**src/rtl/univ_reg_seq_ctrl_pkg.sv**
```systemverilog
// Shared types for the universal shift register and its command sequencer.
// Mode encoding matches the register's mode pins so commands pass straight through.
package univ_reg_pkg;

   localparam int DATA_W = 8;

   typedef enum logic [1:0] {
      MODE_SISO = 2'b00,
      MODE_SIPO = 2'b01,
      MODE_PISO = 2'b10,
      MODE_PIPO = 2'b11
   } reg_mode_t;

   typedef logic [2:0] seq_state_t;

   localparam seq_state_t ST_IDLE    = 3'd0;
   localparam seq_state_t ST_LOAD    = 3'd1;
   localparam seq_state_t ST_SHIFT   = 3'd2;
   localparam seq_state_t ST_CAPTURE = 3'd3;
   localparam seq_state_t ST_DONE    = 3'd4;

endpackage

```
**src/rtl/univ_reg_seq_ctrl_bit_counter.sv**
```systemverilog
// Serial bit counter: clears on clr, steps on en, flags the terminal count TC.
// Wraps to zero when stepped at TC so a fresh transfer never sees stale state.
module bit_counter #(
   parameter int W  = 4,
   parameter int TC = 7
) (
   input  logic clk,
   input  logic rst,
   input  logic clr,
   input  logic en,
   output logic tc
);

   logic [W-1:0] cnt;

   always_ff @(posedge clk or negedge rst) begin
      if (!rst) begin
         cnt <= '0;
      end else if (clr) begin
         cnt <= '0;
      end else if (en) begin
         cnt <= tc ? '0 : cnt + W'(1);
      end
   end

   assign tc = (cnt == W'(TC));

endmodule

```
**src/rtl/univ_reg_seq_ctrl.sv**
```systemverilog
// Command sequencer for the universal shift register: one transfer at a time, response held until rsp_ready.
// Latency: PIPO 3, SISO/SIPO WIDTH+2, PISO WIDTH+3 cycles plus one per stalled shift; cmd_ready low while busy.
module univ_reg_seq_ctrl
   import univ_reg_pkg::*;
#(
   parameter int WIDTH = DATA_W
) (
   input  logic             clk,
   input  logic             rst,
   input  logic             cmd_valid,
   output logic             cmd_ready,
   input  logic [1:0]       cmd_op,
   input  logic [WIDTH-1:0] cmd_data,
   input  logic             ser_in,
   input  logic             ser_stall,
   input  logic             abort,
   output logic             ser_strobe,
   output logic             ser_out,
   output logic             rsp_valid,
   input  logic             rsp_ready,
   output logic [WIDTH-1:0] rsp_data,
   output logic             busy,
   output logic             reg_enable,
   output logic [1:0]       reg_mode,
   output logic             reg_load,
   output logic             reg_serial_in,
   output logic [WIDTH-1:0] reg_parallel_in,
   input  logic             reg_serial_out,
   input  logic [WIDTH-1:0] reg_parallel_out
);

   localparam int CNT_W = $clog2(WIDTH + 1);

   seq_state_t       state;
   seq_state_t       state_nxt;
   reg_mode_t        op;
   logic [WIDTH-1:0] data;
   logic             accept;
   logic             shift_go;
   logic             cnt_tc;

   assign cmd_ready = (state == ST_IDLE) && !abort;
   assign accept    = cmd_valid && cmd_ready;
   assign shift_go  = (state == ST_SHIFT) && !ser_stall;

   bit_counter #(
      .W  (CNT_W),
      .TC (WIDTH - 1)
   ) u_bit_counter (
      .clk (clk),
      .rst (rst),
      .clr (accept),
      .en  (shift_go),
      .tc  (cnt_tc)
   );

   always_comb begin
      state_nxt = state;
      unique case (state)
         ST_IDLE:    if (accept) state_nxt = cmd_op[1] ? ST_LOAD : ST_SHIFT;
         ST_LOAD:    state_nxt = (op == MODE_PIPO) ? ST_CAPTURE : ST_SHIFT;
         ST_SHIFT:   if (shift_go && cnt_tc) state_nxt = ST_CAPTURE;
         ST_CAPTURE: state_nxt = ST_DONE;
         ST_DONE:    if (rsp_ready) state_nxt = ST_IDLE;
         default:    state_nxt = ST_IDLE;
      endcase
      // Abort outranks rsp_ready and stall; a pending response is simply dropped.
      if (abort && (state != ST_IDLE)) state_nxt = ST_IDLE;
   end

   always_ff @(posedge clk or negedge rst) begin
      if (!rst) begin
         state    <= ST_IDLE;
         op       <= MODE_SISO;
         data     <= '0;
         rsp_data <= '0;
      end else begin
         state <= state_nxt;
         if (accept) begin
            op   <= reg_mode_t'(cmd_op);
            data <= cmd_data;
         end
         if ((state == ST_CAPTURE) && !abort) rsp_data <= reg_parallel_out;
      end
   end

   assign busy            = (state != ST_IDLE);
   assign rsp_valid       = (state == ST_DONE);
   assign reg_load        = (state == ST_LOAD);
   assign reg_enable      = reg_load || shift_go;
   assign ser_strobe      = shift_go;
   assign reg_mode        = op;
   assign reg_parallel_in = data;
   assign reg_serial_in   = (state == ST_SHIFT) && ser_in;
   assign ser_out         = reg_serial_out;

endmodule

```
**config.mk**
```make
export PLATFORM = sky130hd
export DESIGN_NAME = univ_reg_seq_ctrl
export DESIGN_NICKNAME = d
export VERILOG_FILES = /design/src/rtl/univ_reg_seq_ctrl_pkg.sv /design/src/rtl/univ_reg_seq_ctrl_bit_counter.sv /design/src/rtl/univ_reg_seq_ctrl.sv
export SDC_FILE = /design/constraint.sdc
export NUM_CORES = 1
export LEC_CHECK = 0
export ABC_AREA = 1
export BUFFER_PORTS_ARGS = -buffer_cell sky130_fd_sc_hd__buf_2
export CAP_MARGIN = 15
export CORE_MARGIN = 5
export CORE_UTILIZATION = 45
export DETAILED_ROUTE_END_ITERATION = 8
export PLACE_DENSITY = 0.75
export SYNTH_ARGS = -nofsm -noshare
export SYNTH_HDL_FRONTEND = slang
export SYNTH_HIERARCHICAL = 1
export SYNTH_SLANG_ARGS = --single-unit
export TNS_END_PERCENT = 5
```
**constraint.sdc**
```tcl
create_clock -name clk -period 2.23 [get_ports clk]
set_input_delay 0.1115 -clock clk [delete_from_list [all_inputs] [get_ports clk]]
set_output_delay 0.1115 -clock clk [all_outputs]
set_load 0.01 [all_outputs]
```
; ---- Yosys cells after proc, flatten, opt, wreduce, memory -nomap -nowiden
; Index checks and enable logic that the tools add are counted.
[word_totals]
mem_bits_rw = 0
wordCells = 39
latchBits = 0
romBits = 0
inputBits = 26
ff_bits = 25
mem_count = 0
[op_classes]
n_eq_ne = 9
shifts = 0
multipliers = 0
n_lt_le_gt_ge = 0
n_reduce_logical = 14
mux = 10
n_div = 0
bitwise_logic = 0
add_sub_neg = 1
[ops]
columns = cell, n
row1 = 3-bit one-hot mux with 5 select lines, 1
row2 = 3-bit 2-to-1 mux, 4
row3 = 4-bit 2-to-1 mux, 3
row4 = 1-bit logical AND, 7
row5 = "3-bit by 2-bit == test with 1-bit output, second input constant", 2
row6 = "4-bit by 1-bit adder with 4-bit output, second input constant", 1
row7 = "4-bit by 3-bit == test with 1-bit output, second input constant", 1
row8 = "3-bit by 1-bit == test with 1-bit output, second input constant", 1
row9 = "3-bit == test, second input constant", 1
row10 = 3-bit logical NOT, 1
row11 = "3-bit by 1-bit != test with 1-bit output, second input constant", 1
row12 = "3-bit by 2-bit != test with 1-bit output, second input constant", 1
row13 = "3-bit != test, second input constant", 1
row14 = 3-bit AND reduction, 1
row15 = 3-bit nonzero test, 1
row16 = "2-bit == test, second input constant", 1
row17 = 1-bit logical NOT, 2
row18 = 2-bit 2-to-1 mux, 1
row19 = 2-bit nonzero test, 1
row20 = 1-bit logical OR, 1
row21 = 1-bit 2-to-1 mux, 1

; ---- Longest topological paths before layout
[depth]
depth_word = 6
ltp_mapped = 9
mapped_depth_nobuf = 9

; ---- Hierarchy
; Netlist, hierarchy kept.
[modules_own_cells]
columns = module, seq_area_each_um2, cells_each, area_each_um2, instances
row1 = univ_reg_seq_ctrl, 525.5, 120, 1041.0, 1
row2 = bit_counter, 100.1, 29, 216.5, 1

; ---- Worst setup path after synthesis
; No wires, ideal clock.
[synth_path]
path_type = register to register
from = reg state[0]
to = reg u_bit_counter.cnt[3]
t_required_ns = 2.114
arrival_time_ns = 1.335
n_path_buf = 1
setup_slack_ns = 0.778
setup_ns = 0.116
synth_period_minus_slack_ns = 1.452
stages_incl_launch_ff = 10
path_cell_list = dfrtp_1 -> nor2_4 -> nand2_4 -> nor3b_4 -> buf_6 -> inv_1 -> nand2_1 -> nor2_1 -> nand2_1 -> nand2_1
[synth_between]
elab_chain_cells = 4
word_cells_on_any_way = 7
[synth_rtl]
columns = item, line_no
row1 = start: declaration, univ_reg_seq_ctrl.sv:34  ; seq_state_t state;
row2 = start signal: assignment, univ_reg_seq_ctrl.sv:78  ; state <= state_nxt;
row3 = 3-bit logical NOT *, univ_reg_seq_ctrl.sv:42  ; assign cmd_ready = (state == ST_IDLE) && !abort;
row4 = 1-bit logical AND *, univ_reg_seq_ctrl.sv:42
row5 = 1-bit logical AND *, univ_reg_seq_ctrl.sv:43  ; assign accept = cmd_valid && cmd_ready;
row6 = net accept, univ_reg_seq_ctrl.sv:38  ; logic accept;
row7 = 4-bit 2-to-1 mux or 2-bit nonzero test (tied branches), -
row8 = end signal: assignment, univ_reg_seq_ctrl_bit_counter.sv:22  ; cnt <= tc ? '0 : cnt + W'(1);
row9 = end: declaration, univ_reg_seq_ctrl_bit_counter.sv:14  ; logic [W-1:0] cnt;
; Mark *: on every way through the listed nets, which the timed path passes. The rest lies on a longest branch.
; A chain may end at the register's enable or synchronous reset.

; ---- Worst setup path in the final report
[layout_path]
from = reg state[1]
to = out ser_strobe
[layout_between]
elab_chain_cells = 2
[layout_rtl]
columns = item, line_no
row1 = 3-bit by 2-bit == test with 1-bit output, univ_reg_seq_ctrl.sv:44  ; assign shift_go = (state == ST_SHIFT) && !ser_stall;
row2 = 1-bit logical AND, univ_reg_seq_ctrl.sv:44
row3 = end: declaration, univ_reg_seq_ctrl.sv:17  ; output logic ser_strobe,
; Every way passes these cells.

==> metrics <==
clock slew at reported path FFs 0.14 ns; Netlist Area Pre-Place 1260 µm²; Hold WS -0.000129 ns; Die H 62.9 µm; Flop pwr share 0.417; dpl hpwl 2.23 mm; final hold vios 1; Slew HR 0.630; drt total wl 2.94 mm; critical path endpoint category output port; worst skew pair latency 0.33 ns; largest net degree at the start of global routing 26; switching power total 0.758 mW; hold path cells 3; CTS max path bufs 2; leakage 0.927 nW; RSZ-0062 raised after global routing no; DRT Pass-1 Iters 5; Pwr Density 1100 nW/µm²; core area 2710 µm²; Post-DRT Antenna Nets 0; global-route wire length before repair 5.16 mm; global route overflow 0; synthesized flop and latch total 25; area of the die 3950 µm²; num rows 19; Clock Sinks 25; GP Congestion 0.809; cell family with most CP delay simple AND/OR/NAND/NOR gates; Min-Delay Startpoint reg_parallel_out[3]; slew at the pin with the worst max-slew slack 0.555 ns; worst path bufs/invs 2; f_max 546 MHz; Clock Skew 0.00930 ns; # setup viols final 0; combinational power share 0.471; part of the Yosys area used for sequential elements 0.498; Root Buffer clkbuf_4; num ports 52; I/O Buffers 49; Slew Viols, Final 0; chip width 62.9 µm; Worst Hold Class input pin to register; final period utilization 0.821; Internal 1.06 mW; final setup margin 0.398 ns; wire length per cell 12.2 µm; Fin Setup TNS 0 ns; share of layout cells above drive strength 1 0.338; VDD IR max 0.623 mV; worst reg-to-reg setup slack 0.59 ns; Synth top area share 0.498; Worst Hold Path EP rsp_data[3]; R2R cell count 8; top cells by area, synth dfrtp_1 50%, nand2_1 11%, inv_1 9.0%; failing checks hold timing; pre-CTS setup slack 0.647 ns; worst endpoint required time 2.12 ns; Post-route DRC 0; leading area contributor after synthesis dfrtp_1; Crit Path Class register to output port; status finished, violations left; Filler Cell Count 239; part of the power in the clock network 0.112; startpoint type of the worst setup path register; CTS buffer count 3; htree depth 1; antenna diode count 0; Sw Share 0.417; number of max-cap violations 0; nets 238; initial antenna violation count 0; CP max stage delay 0.45 ns; Starting Density 0.464; Period minus WS final 1.83 ns; area delta synth->final 31.1%; Syn Inst Count 149; routed vias 1132; Max Fanout on Critical Path 7; net count of the mapped netlist 176; CP arrival 1.72 ns; initial drt markers 42; Critical-path top delay cell dfrtp_1; Core Util, Final 0.608; Cell Chain, Critical Path inv_1 > nor2_4 > nand2_1 > nor2_1 > buf_2; Ys Warns 6; Reg-to-Reg Start state[1]; Total Routing Usage GR 0.157; vias in the first global route 1190; reg2reg end u_bit_counter/cnt[0]; post-synthesis cell type count 23; TritonCTS clock tree yes; drt via density 4.70; Syn Area/Cell 8.44 µm²
kinds of logic (layout without fill, tap and decap cells):
family / count (synthesis) / in the layout / share of synthesized area
buffers and inverters: 34 / 95 / 0.117
flip-flops: 25 / 25 / 0.498
adder cells (fa/ha/maj): 1 / 1 / 0.00995
AND/OR/NAND/NOR: 66 / 66 / 0.257
AO/OA/AOI/OAI: 23 / 23 / 0.118
area by class of cell:
type | count | area, µm² | share of cell area
inverters | 30 | 113 | 0.0683
well taps | 31 | 38.8 | 0.0235
clock inverters | 1 | 5.00 | 0.00303
multi-input cells | 90 | 484 | 0.294
clock buffers | 3 | 22.5 | 0.0137
flip-flops and latches | 25 | 626 | 0.379
repair buffers | 61 | 360 | 0.219
worst max path at each step:
stage	startpoint	slack, ns	cells past startpoint	end
2_1_floorplan	state[0]	0.78	9	u_bit_counter/cnt[3]
3_3_place_gp	state[0]	0.74	9	u_bit_counter/cnt[3]
3_5_place_dp	state[1]	0.65	8	u_bit_counter/cnt[0]
4_1_cts	state[1]	0.43	5	ser_strobe
5_1_grt	state[1]	0.28	5	ser_strobe
6_report	state[1]	0.40	5	ser_strobe
per-stage QoR:
step	total power [mW]	hold slack, ns	instance area, µm²	instances
3_3_place_gp	1.58	0.127	1520	227
3_5_place_dp	1.62	0.142	1520	227
2_1_floorplan	1.30	-0.184	1260	149
5_1_grt	1.98	0.00471	1650	241
4_1_cts	1.84	0.00191	1650	241
6_report	1.82	-0.000129	1650	241
cells in the final DEF (no fill, tap or decap), types with 2 or more instances in the layout:
master	count
buf_4	2
buf_2	49
o21ai_1	2
dlygate4sd3_1	10
o21ai_2	9
clkbuf_4	3
nand3b_1	2
o21ai_0	10
nor2_1	9
nor3_1	2
nor2_4	2
a21oi_1	2
inv_1	30
nand2_1	36
dfrtp_1	25
nand3_1	8
synth_stat cells:
| cell type | n |
|---|---|
| nand3b_1 | 2 |
| nand4_1 | 1 |
| nor3b_4 | 1 |
| a21oi_1 | 2 |
| dfrtp_1 | 25 |
| o21ai_0 | 10 |
| o21ai_1 | 2 |
| nand3_1 | 8 |
| nor2_2 | 1 |
| o21ai_2 | 9 |
| nor3_1 | 2 |
| clkbuf_2 | 1 |
| nand3_2 | 1 |
| nor3b_1 | 1 |
| nor2_4 | 2 |
| inv_1 | 30 |
| nand2_1 | 36 |
| ha_1 | 1 |
| nor2_1 | 9 |
| buf_6 | 2 |
| nand2_4 | 1 |
| nand2_2 | 1 |
| buf_4 | 1 |
sequential cells by signal (all words and copies together) (netlist names):
name	cells
rsp_data	8
reg_mode	2
u_bit_counter/cnt	4
reg_parallel_in	8
state	3
worst register-to-register path, cell delays in order, from the launching register on:
cell and delay, ns:
dfrtp_1 0.45, inv_1 0.12, nor2_4 0.12, nand2_1 0.13
nor2_1 0.36, nand2_1 0.10, nor2_1 0.16, nand2_1 0.08
nand2_1 0.06
power groups by stage:
stage / Sequential, mW / Clock, mW / Combinational, mW
finish: 0.759 / 0.203 / 0.856
global route: 0.784 / 0.229 / 0.962
CTS: 0.758 / 0.210 / 0.870
detailed placement: 0.767 / 0 / 0.854
global placement: 0.753 / 0 / 0.822
floorplan: 0.831 / 0 / 0.470
metal layers:
layer	vias up	part of all wire	track usage
met4	0	0.028	0.0769
met1	510	0.43	0.188
met3	9	0.048	0.0306
met2	34	0.50	0.265
met5	-	0	0
li1	579	-	-
timing repair:
| action | in CTS | in global routing |
|---|---|---|
| hold buffers | 10 | 0 |
| gates resized for setup | 0 | 0 |
| hold endpoints to repair | 34 | 0 |
| setup buffers | 0 | 0 |
(Power assumes the default switching activity.)
